`src/rtl/dmem_access_ctrl.sv`:
```
// MEM-stage data-memory responder: stalls the pipeline while it runs a multi-cycle word access.
// Optional macro DMEM_MISALIGN_TRAP_EN traps misaligned half/word accesses and adds a MISALIGN output.
module dmem_access_ctrl #(
  parameter int MM_ADDR_WIDTH = 30,
  parameter int RESP_TIMEOUT  = 255
) (
  input  logic                     CLK,
  input  logic                     RESET,
  input  logic [2:0]               MEM_READ,
  input  logic [1:0]               MEM_WRITE,
  input  logic [31:0]              ADDRESS,
  input  logic [31:0]              WRITE_DATA,
  output logic [31:0]              DATA_READED,
  output logic                     BUSY_WAIT,
  output logic                     MM_READ,
  output logic                     MM_WRITE,
  output logic [MM_ADDR_WIDTH-1:0] MM_ADDRESS,
  output logic [31:0]              MM_WRITE_DATA,
  output logic [3:0]               MM_BYTE_EN,
  input  logic [31:0]              MM_READ_DATA,
  input  logic                     MM_BUSY_WAIT,
`ifdef DMEM_MISALIGN_TRAP_EN
  output logic                     MISALIGN,
`endif
  output logic                     TIMEOUT_ERR
);

  localparam int CNT_W = (RESP_TIMEOUT > 1) ? $clog2(RESP_TIMEOUT) : 1;

  typedef enum logic [1:0] {IDLE, ACCESS, DONE} state_t;

  state_t             state;
  logic [CNT_W-1:0]   cnt;
  logic [2:0]         rd_op;
  logic               op_read;
  logic [1:0]         lane;
  logic               rd_valid, wr_valid, req_valid, misaligned;
  logic [31:0]        placed_data;
  logic [3:0]         placed_be;

  function automatic logic [31:0] load_extend(input logic [2:0] op, input logic [1:0] b,
                                              input logic [31:0] w);
    logic [31:0] shifted;
    logic [7:0]  by;
    logic [15:0] hw;
    logic [31:0] res;
    shifted = w >> {b, 3'b000};
    by      = shifted[7:0];
    hw      = b[1] ? w[31:16] : w[15:0];
    case (op)
      3'b001:  res = {{24{by[7]}}, by};
      3'b010:  res = {{16{hw[15]}}, hw};
      3'b100:  res = {24'd0, by};
      3'b101:  res = {16'd0, hw};
      default: res = w;
    endcase
    return res;
  endfunction

  // A read request wins over a simultaneous write.
  always_comb begin
    rd_valid    = (MEM_READ >= 3'b001) && (MEM_READ <= 3'b101);
    wr_valid    = (MEM_WRITE != 2'b00);
    req_valid   = rd_valid || wr_valid;
    placed_data = 32'd0;
    placed_be   = 4'b0000;
    case (MEM_WRITE)
      2'b01: begin
        placed_data = {4{WRITE_DATA[7:0]}};
        placed_be   = 4'b0001 << ADDRESS[1:0];
      end
      2'b10: begin
        placed_data = {2{WRITE_DATA[15:0]}};
        placed_be   = ADDRESS[1] ? 4'b1100 : 4'b0011;
      end
      2'b11: begin
        placed_data = WRITE_DATA;
        placed_be   = 4'b1111;
      end
      default: ;
    endcase
`ifdef DMEM_MISALIGN_TRAP_EN
    if (rd_valid)
      misaligned = ((MEM_READ == 3'b010 || MEM_READ == 3'b101) && ADDRESS[0]) ||
                   ((MEM_READ == 3'b011) && (ADDRESS[1:0] != 2'b00));
    else
      misaligned = ((MEM_WRITE == 2'b10) && ADDRESS[0]) ||
                   ((MEM_WRITE == 2'b11) && (ADDRESS[1:0] != 2'b00));
`else
    misaligned = 1'b0;
`endif
  end

  always_comb begin
    BUSY_WAIT = 1'b0;
    case (state)
      IDLE:    BUSY_WAIT = req_valid;
      ACCESS:  BUSY_WAIT = 1'b1;
      default: BUSY_WAIT = 1'b0;
    endcase
    if (RESET) BUSY_WAIT = 1'b0;
  end

  always_ff @(posedge CLK or posedge RESET) begin
    if (RESET) begin
      state         <= IDLE;
      cnt           <= '0;
      rd_op         <= 3'b000;
      op_read       <= 1'b0;
      lane          <= 2'b00;
      DATA_READED   <= 32'd0;
      MM_READ       <= 1'b0;
      MM_WRITE      <= 1'b0;
      MM_ADDRESS    <= '0;
      MM_WRITE_DATA <= 32'd0;
      MM_BYTE_EN    <= 4'b0000;
      TIMEOUT_ERR   <= 1'b0;
`ifdef DMEM_MISALIGN_TRAP_EN
      MISALIGN      <= 1'b0;
`endif
    end else begin
      case (state)
        IDLE: begin
          if (req_valid && misaligned) begin
            if (rd_valid) DATA_READED <= 32'd0;
`ifdef DMEM_MISALIGN_TRAP_EN
            MISALIGN <= 1'b1;
`endif
            state <= DONE;
          end else if (req_valid) begin
            op_read       <= rd_valid;
            rd_op         <= MEM_READ;
            lane          <= ADDRESS[1:0];
            MM_ADDRESS    <= ADDRESS[MM_ADDR_WIDTH+1:2];
            MM_READ       <= rd_valid;
            MM_WRITE      <= !rd_valid;
            MM_WRITE_DATA <= rd_valid ? 32'd0 : placed_data;
            MM_BYTE_EN    <= rd_valid ? 4'b0000 : placed_be;
            cnt           <= '0;
            state         <= ACCESS;
          end
        end
        ACCESS: begin
          // A response on the same edge the budget runs out still counts as a completion.
          if (!MM_BUSY_WAIT) begin
            if (op_read) DATA_READED <= load_extend(rd_op, lane, MM_READ_DATA);
            MM_READ  <= 1'b0;
            MM_WRITE <= 1'b0;
            state    <= DONE;
          end else if (cnt == CNT_W'(RESP_TIMEOUT - 1)) begin
            TIMEOUT_ERR <= 1'b1;
            DATA_READED <= 32'd0;
            MM_READ     <= 1'b0;
            MM_WRITE    <= 1'b0;
            state       <= DONE;
          end else begin
            cnt <= cnt + 1'b1;
          end
        end
        default: begin
`ifdef DMEM_MISALIGN_TRAP_EN
          MISALIGN <= 1'b0;
`endif
          state <= IDLE;
        end
      endcase
    end
  end

endmodule

```
`config.mk`:
```
export PLATFORM = sky130hd
export DESIGN_NAME = dmem_access_ctrl
export DESIGN_NICKNAME = d
export VERILOG_FILES = /design/src/rtl/dmem_access_ctrl.sv
export SDC_FILE = /design/constraint.sdc
export NUM_CORES = 1
export LEC_CHECK = 0
export BUFFER_PORTS_ARGS = -buffer_cell sky130_fd_sc_hd__clkbuf_2
export CORE_ASPECT_RATIO = 0.5
export CORE_MARGIN = 2
export CORE_UTILIZATION = 47
export CTS_CLUSTER_DIAMETER = 60
export DETAILED_ROUTE_END_ITERATION = 8
export MAX_ROUTING_LAYER = met4
export PLACE_DENSITY = 0.85
export SLEW_MARGIN = 0
export SYNTH_ARGS = -nofsm -noshare
export SYNTH_HDL_FRONTEND = slang
export SYNTH_SLANG_ARGS = --single-unit
```
`constraint.sdc`:
```
create_clock -name CLK -period 8.9 [get_ports CLK]
set_clock_uncertainty 0.2 [all_clocks]
set_input_delay 2.225 -clock CLK [delete_from_list [all_inputs] [get_ports CLK]]
set_output_delay 2.225 -clock CLK [all_outputs]
set_load 0.01 [all_outputs]
```
# Yosys cells after proc, flatten, opt, wreduce, memory -nomap -nowiden
# Cells that the tools add are included.
# totals
register_bits	117
wordCells	70
out_inout_bits	102
# classes
order_cmp	2
n_reduce_logical	13
n_eq_ne	14
muxes	26
shift	2
n_addsub	1
# ops
operator	n
$mux W32	4
$pmux W32 S4	1
$pmux W32 S3	1
$shr A32 B5 Y8	1
$mux W8	3
$mux W16	1
$pmux W8 S2	1
$pmux W4 S3	1
$reduce_and A3 Y1	3
$add A8 B1 Y8 const B	1
$eq A8 B8 Y1 const B	1
$mux W4	2
$eq A3 B3 Y1 const B	2
$mux W2	3
$ne A2 B2 Y1 const B	3
$pmux W1 S2	3
$reduce_bool A2 Y1	3
$mux W1	5
$eq A2 B1 Y1 const B	2
$eq A2 B2 Y1 const B	2
$pmux W2 S2	1
$reduce_and A2 Y1	2
$reduce_and A4 Y1	1
$shl A1 B2 Y4 const A	1
other kinds (10)	10

# Longest topological paths before layout
# logic_depth
ltp_word	5
mapped_depth	8
depth_no_buf	6

# Least setup slack after synthesis
# Ideal clock, no wire load.
# synth_timing
path_type	input-to-output
startpoint	input port RESET
endpoint	output port BUSY_WAIT
required_ns	6.475
slack_ns	1.379
t_arrival_ns	5.096
stages	2
path_buffers	0
cell_sequence	inv_1 o211a_1
# synth_via
elab_chain_cells	1
# synth_rtl
item	line_no	source
start, declared	8	input logic RESET,
$mux W1	101	if (RESET) BUSY_WAIT = 1'b0;
end, declared	14	output logic BUSY_WAIT,
# No other way between the ends.

# Worst setup path after layout
# layout_timing
startpoint	input port MEM_WRITE[1]
endpoint	output port BUSY_WAIT
# layout_via
elab_chain_cells	4
# layout_rtl
item	line_no	source
start, declared	10	input logic [1:0] MEM_WRITE,
$reduce_bool A2 Y1	63	wr_valid = (MEM_WRITE != 2'b00);
$logic_or A1 B1 Y1	64	req_valid = rd_valid || wr_valid;
$pmux W1 S2	96	case (state)
$mux W1	101	
# No other way between the ends.

==> flow_summary_export.csv <==
group,metric,value,unit
outcome,status,"finished clean",
global_route,grt.total_usage,23.89,%
power_and_ir_drop,switching_power,1.001,mW
clock_network,post_cts_resized,0,
cells_and_area,area_delta_synth_final,28.60,%
timing,holdWs,0.2723,ns
power_and_ir_drop,combinationalPowerShare,38.4,%
synthesis,yosys_warnings,0,
hold_path,hold_start,"TIMEOUT_ERR",
timing,hold_viol,0,
clock_network,ctsRootBufferMaster,"clkbuf_16",
synthesis,syn_area,0.005792,mm^2
place,place_area,0.006809,mm^2
cells_and_area,finalNonFillerCells,856,
floorplan,rows,28,
place,port_buffers,205,
power_and_ir_drop,power_density,362.6,mW/mm^2
drt,drtIter0Drc,482,
place,dp.cells,824,
clock_network,cts_sinks,117,
worst_setup_path,cp_max_fo,27,
cells_and_area,utilization,62.53,%
flow_run,drv_cap,0,
power_and_ir_drop,power,2.701,mW
worst_setup_path,cp-start-kind,"input port",
timing,fin_setup_tns,0,ns
timing,period_minus_slack,5.800,ns
clock_network,postCtsHoldBufs,0,
drt,viasPerCell,5.792,
worst_setup_path,r2r-end,"DATA_READED[13]",
power_and_ir_drop,power_leakage,3.681,nW
power_and_ir_drop,p_int,1.699,mW
timing,relSlewSlack,18.71,%
synthesis,synth_cell_types,55,
floorplan,die-area,0.01328,mm^2
power_and_ir_drop,p_clk_share,27.3,%
floorplan,core_area,0.01191,mm^2
global_route,overflow,0,
cells_and_area,nNetsFinal,784,
place,pre_cts_slack,3.140,ns
timing,fin_crit_sh,65.17,%
floorplan,die_w,161.0,um
cells_and_area,final_cell_area,0.007448,mm^2
worst_setup_path,crit_start,"MEM_WRITE[1]",
timing,setup_violations,0,
synthesis,synth_nets,597,
global_route,grt_max_degree,82,
power_and_ir_drop,switching_share,37.08,%
synthesis,seq_area_frac_synth,50.55,%
global_route,grt_pass1_vias,4676,
timing,rsz0062_at_grt,"false",
timing,tightest_slew,1.203,ns
drt,wire_per_inst,18.35,um
synthesis,syn_inst,491,
clock_network,cts_made_buffers,17,
drt,drt_pass1_iterations,5,
place,place_hpwl,10.59,mm
clock_network,cts_tree,"yes",
drt,ant_nets,0,
worst_setup_path,rr_worst_depth,5,
synthesis,synth_edf_count,0,
drt,vias,4958,
power_and_ir_drop,ir_worst_vdd,0.1517,mV
power_and_ir_drop,power_frac_seq,34.2,%
timing,fin_ws,3.100,ns
floorplan,start_util,48.62,%
timing,max_freq,172.4,MHz
timing,maxSlewViolCount,0,
clock_network,cts.reportedPaths.clkPinSlew,0.06,ns
clock_network,clk_latency,0.40,ns
hold_path,hold_class,"flip-flop to flip-flop",
worst_setup_path,arrival,3.38,ns
place,gp_congestion,0.8529,
worst_setup_path,r2r_setup_slack,6.21,ns
synthesis,synth-async-reset-ratio,100.0,%
global_route,antenna_found_initial,0,
drt,drt_wl_total,15.71,mm
clock_network,clockBufferDepth,2,
clock_network,htree_levels,4,
hold_path,hold_path_depth,1,
synthesis,syn_avg_cell_area,11.80,um^2
global_route,grt_pass1_wl,24.10,mm
synthesis,ys_seq_elements,117,
worst_setup_path,path_class,"input port to primary output",
synthesis,synth-main-ff-cell,"dfrtp_1",
cells_and_area,diodes,0,
clock_network,post_cts_buffers,0,
cells_and_area,drive_above_1_share,42.69,%
worst_setup_path,end_kind,"primary output",
floorplan,chipHeight,82.50,um
drt,drc,0,
floorplan,io_pins,206,
worst_setup_path,r2r-start,"lane[1]",
worst_setup_path,cp.required,6.48,ns
hold_path,hold_path_end,"TIMEOUT_ERR",
## cells in the mapped netlist (all sizes together) (2+ instances only)
cell type | number | share of area, %
mux2 | 48 | 9.3
xor2 | 6 | 0.91
and3b | 2 | 0.30
xnor2 | 2 | 0.30
inv | 6 | 0.39
nand4 | 4 | 0.69
o31ai | 3 | 0.39
a22oi | 11 | 1.5
o211ai | 3 | 0.39
o21a | 2 | 0.26
o21ai | 27 | 2.3
and3 | 6 | 0.65
nand2b | 2 | 0.22
nor3 | 2 | 0.37
o22ai | 10 | 1.1
nand3 | 6 | 0.52
or2 | 2 | 0.22
dfrtp | 117 | 51
ha | 2 | 0.43
a2bb2oi | 7 | 1.1
o211a | 8 | 1.4
nor2b | 3 | 0.32
o2bb2ai | 43 | 6.5
nand2 | 11 | 0.71
o221ai | 7 | 1.1
clkbuf | 12 | 0.80
and4 | 2 | 0.30
mux2i | 22 | 3.8
a21oi | 18 | 1.6
and2 | 8 | 0.91
a21o | 2 | 0.26
nor2 | 19 | 1.3
buf | 28 | 3.4
a31oi | 3 | 0.32
a22o | 25 | 3.8
nor3b | 3 | 0.39
## critical path: stages
cell	delay, ns
clkbuf_2	0.33
nor2_1	0.26
o21ai_1	0.17
o211a_1	0.26
clkbuf_2	0.13
## power groups by stage
stage	clock network, mW	registers, mW	logic [mW]
2_1_floorplan	0	0.952	0.678
3_3_place_gp	0	0.914	1.00
3_5_place_dp	0	0.923	1.03
4_1_cts	0.750	0.921	1.04
5_1_grt	0.772	0.951	1.13
6_report	0.739	0.924	1.04
## sequential cells by signal, summed over array words and instances (netlist names)
| register | flops |
|---|---|
| DATA_READED | 32 |
| MM_WRITE_DATA | 32 |
| MM_ADDRESS | 30 |
| cnt | 8 |
| MM_BYTE_EN | 4 |
| rd_op | 3 |
| lane | 2 |
| state | 2 |
| MM_READ | 1 |
| MM_WRITE | 1 |
| TIMEOUT_ERR | 1 |
| op_read | 1 |
## area by class of cell
| type | count | area [um^2] |
|---|---|---|
| Fill cell | 945 | 4463 |
| Sequential cell | 117 | 2928 |
| Multi-Input combinational cell | 328 | 2601 |
| Timing Repair Buffer | 208 | 1049 |
| Clock buffer | 19 | 442.9 |
| Tap cell | 165 | 206.4 |
| Clock inverter | 13 | 196.4 |
| Inverter | 6 | 25.02 |
## how the worst max path moves through the flow
stage / endpoint / slack (ns) / cells past startpoint
final: BUSY_WAIT / 3.10 / 5
after global routing: BUSY_WAIT / 3.06 / 5
after global placement: BUSY_WAIT / 3.14 / 5
after detailed placement: BUSY_WAIT / 3.14 / 5
after floorplan: BUSY_WAIT / 1.38 / 2
after CTS: BUSY_WAIT / 3.13 / 5
## per-layer routing
metal	share of wire [%]	global-route usage, %	wire [um]
met1	43	31.13	6763
met2	49	37.98	7648
met3	6.9	4.595	1090
met4	1.3	8.839	208
met5	0	-	0
## layout by cell type, fill, tap and decap left out, drive strengths merged, types with 2 or more instances in the layout
master    instances
and3b             2
a21o              2
o2bb2ai          43
xor2              6
o211ai            3
a2bb2oi           7
o31ai             3
o21a              2
nand2b            2
a21oi            18
nand2            11
o211a             8
clkinvlp          2
clkinv            4
bufinv            4
o221ai            7
nor3b             3
o21ai            27
nor2b             3
mux2i            22
o22ai            10
and2              8
nand4             4
or2               2
nand3             6
and4              2
clkbuf          224
nor3              2
a22oi            11
dfrtp           117
a22o             25
inv               9
and3              6
xnor2             2
nor2             19
mux2             48
ha                2
a31oi             3
buf               3
## kinds of logic (layout without fill, tap and decap cells)
| group | Yosys count | after routing | share of synthesized area (%) |
|---|---|---|---|
| AOI/OAI and AO/OA | 173 | 173 | 22.53 |
| xor gates and xnor gates | 8 | 8 | 1.210 |
| adders and majority gates | 2 | 2 | 0.4320 |
| buffers and inverters | 46 | 246 | 4.558 |
| DFF | 117 | 117 | 50.55 |
| muxes | 70 | 70 | 13.13 |
| and+or+nand+nor | 75 | 75 | 7.583 |
No activity file was read; power rests on OpenSTA's default activity.
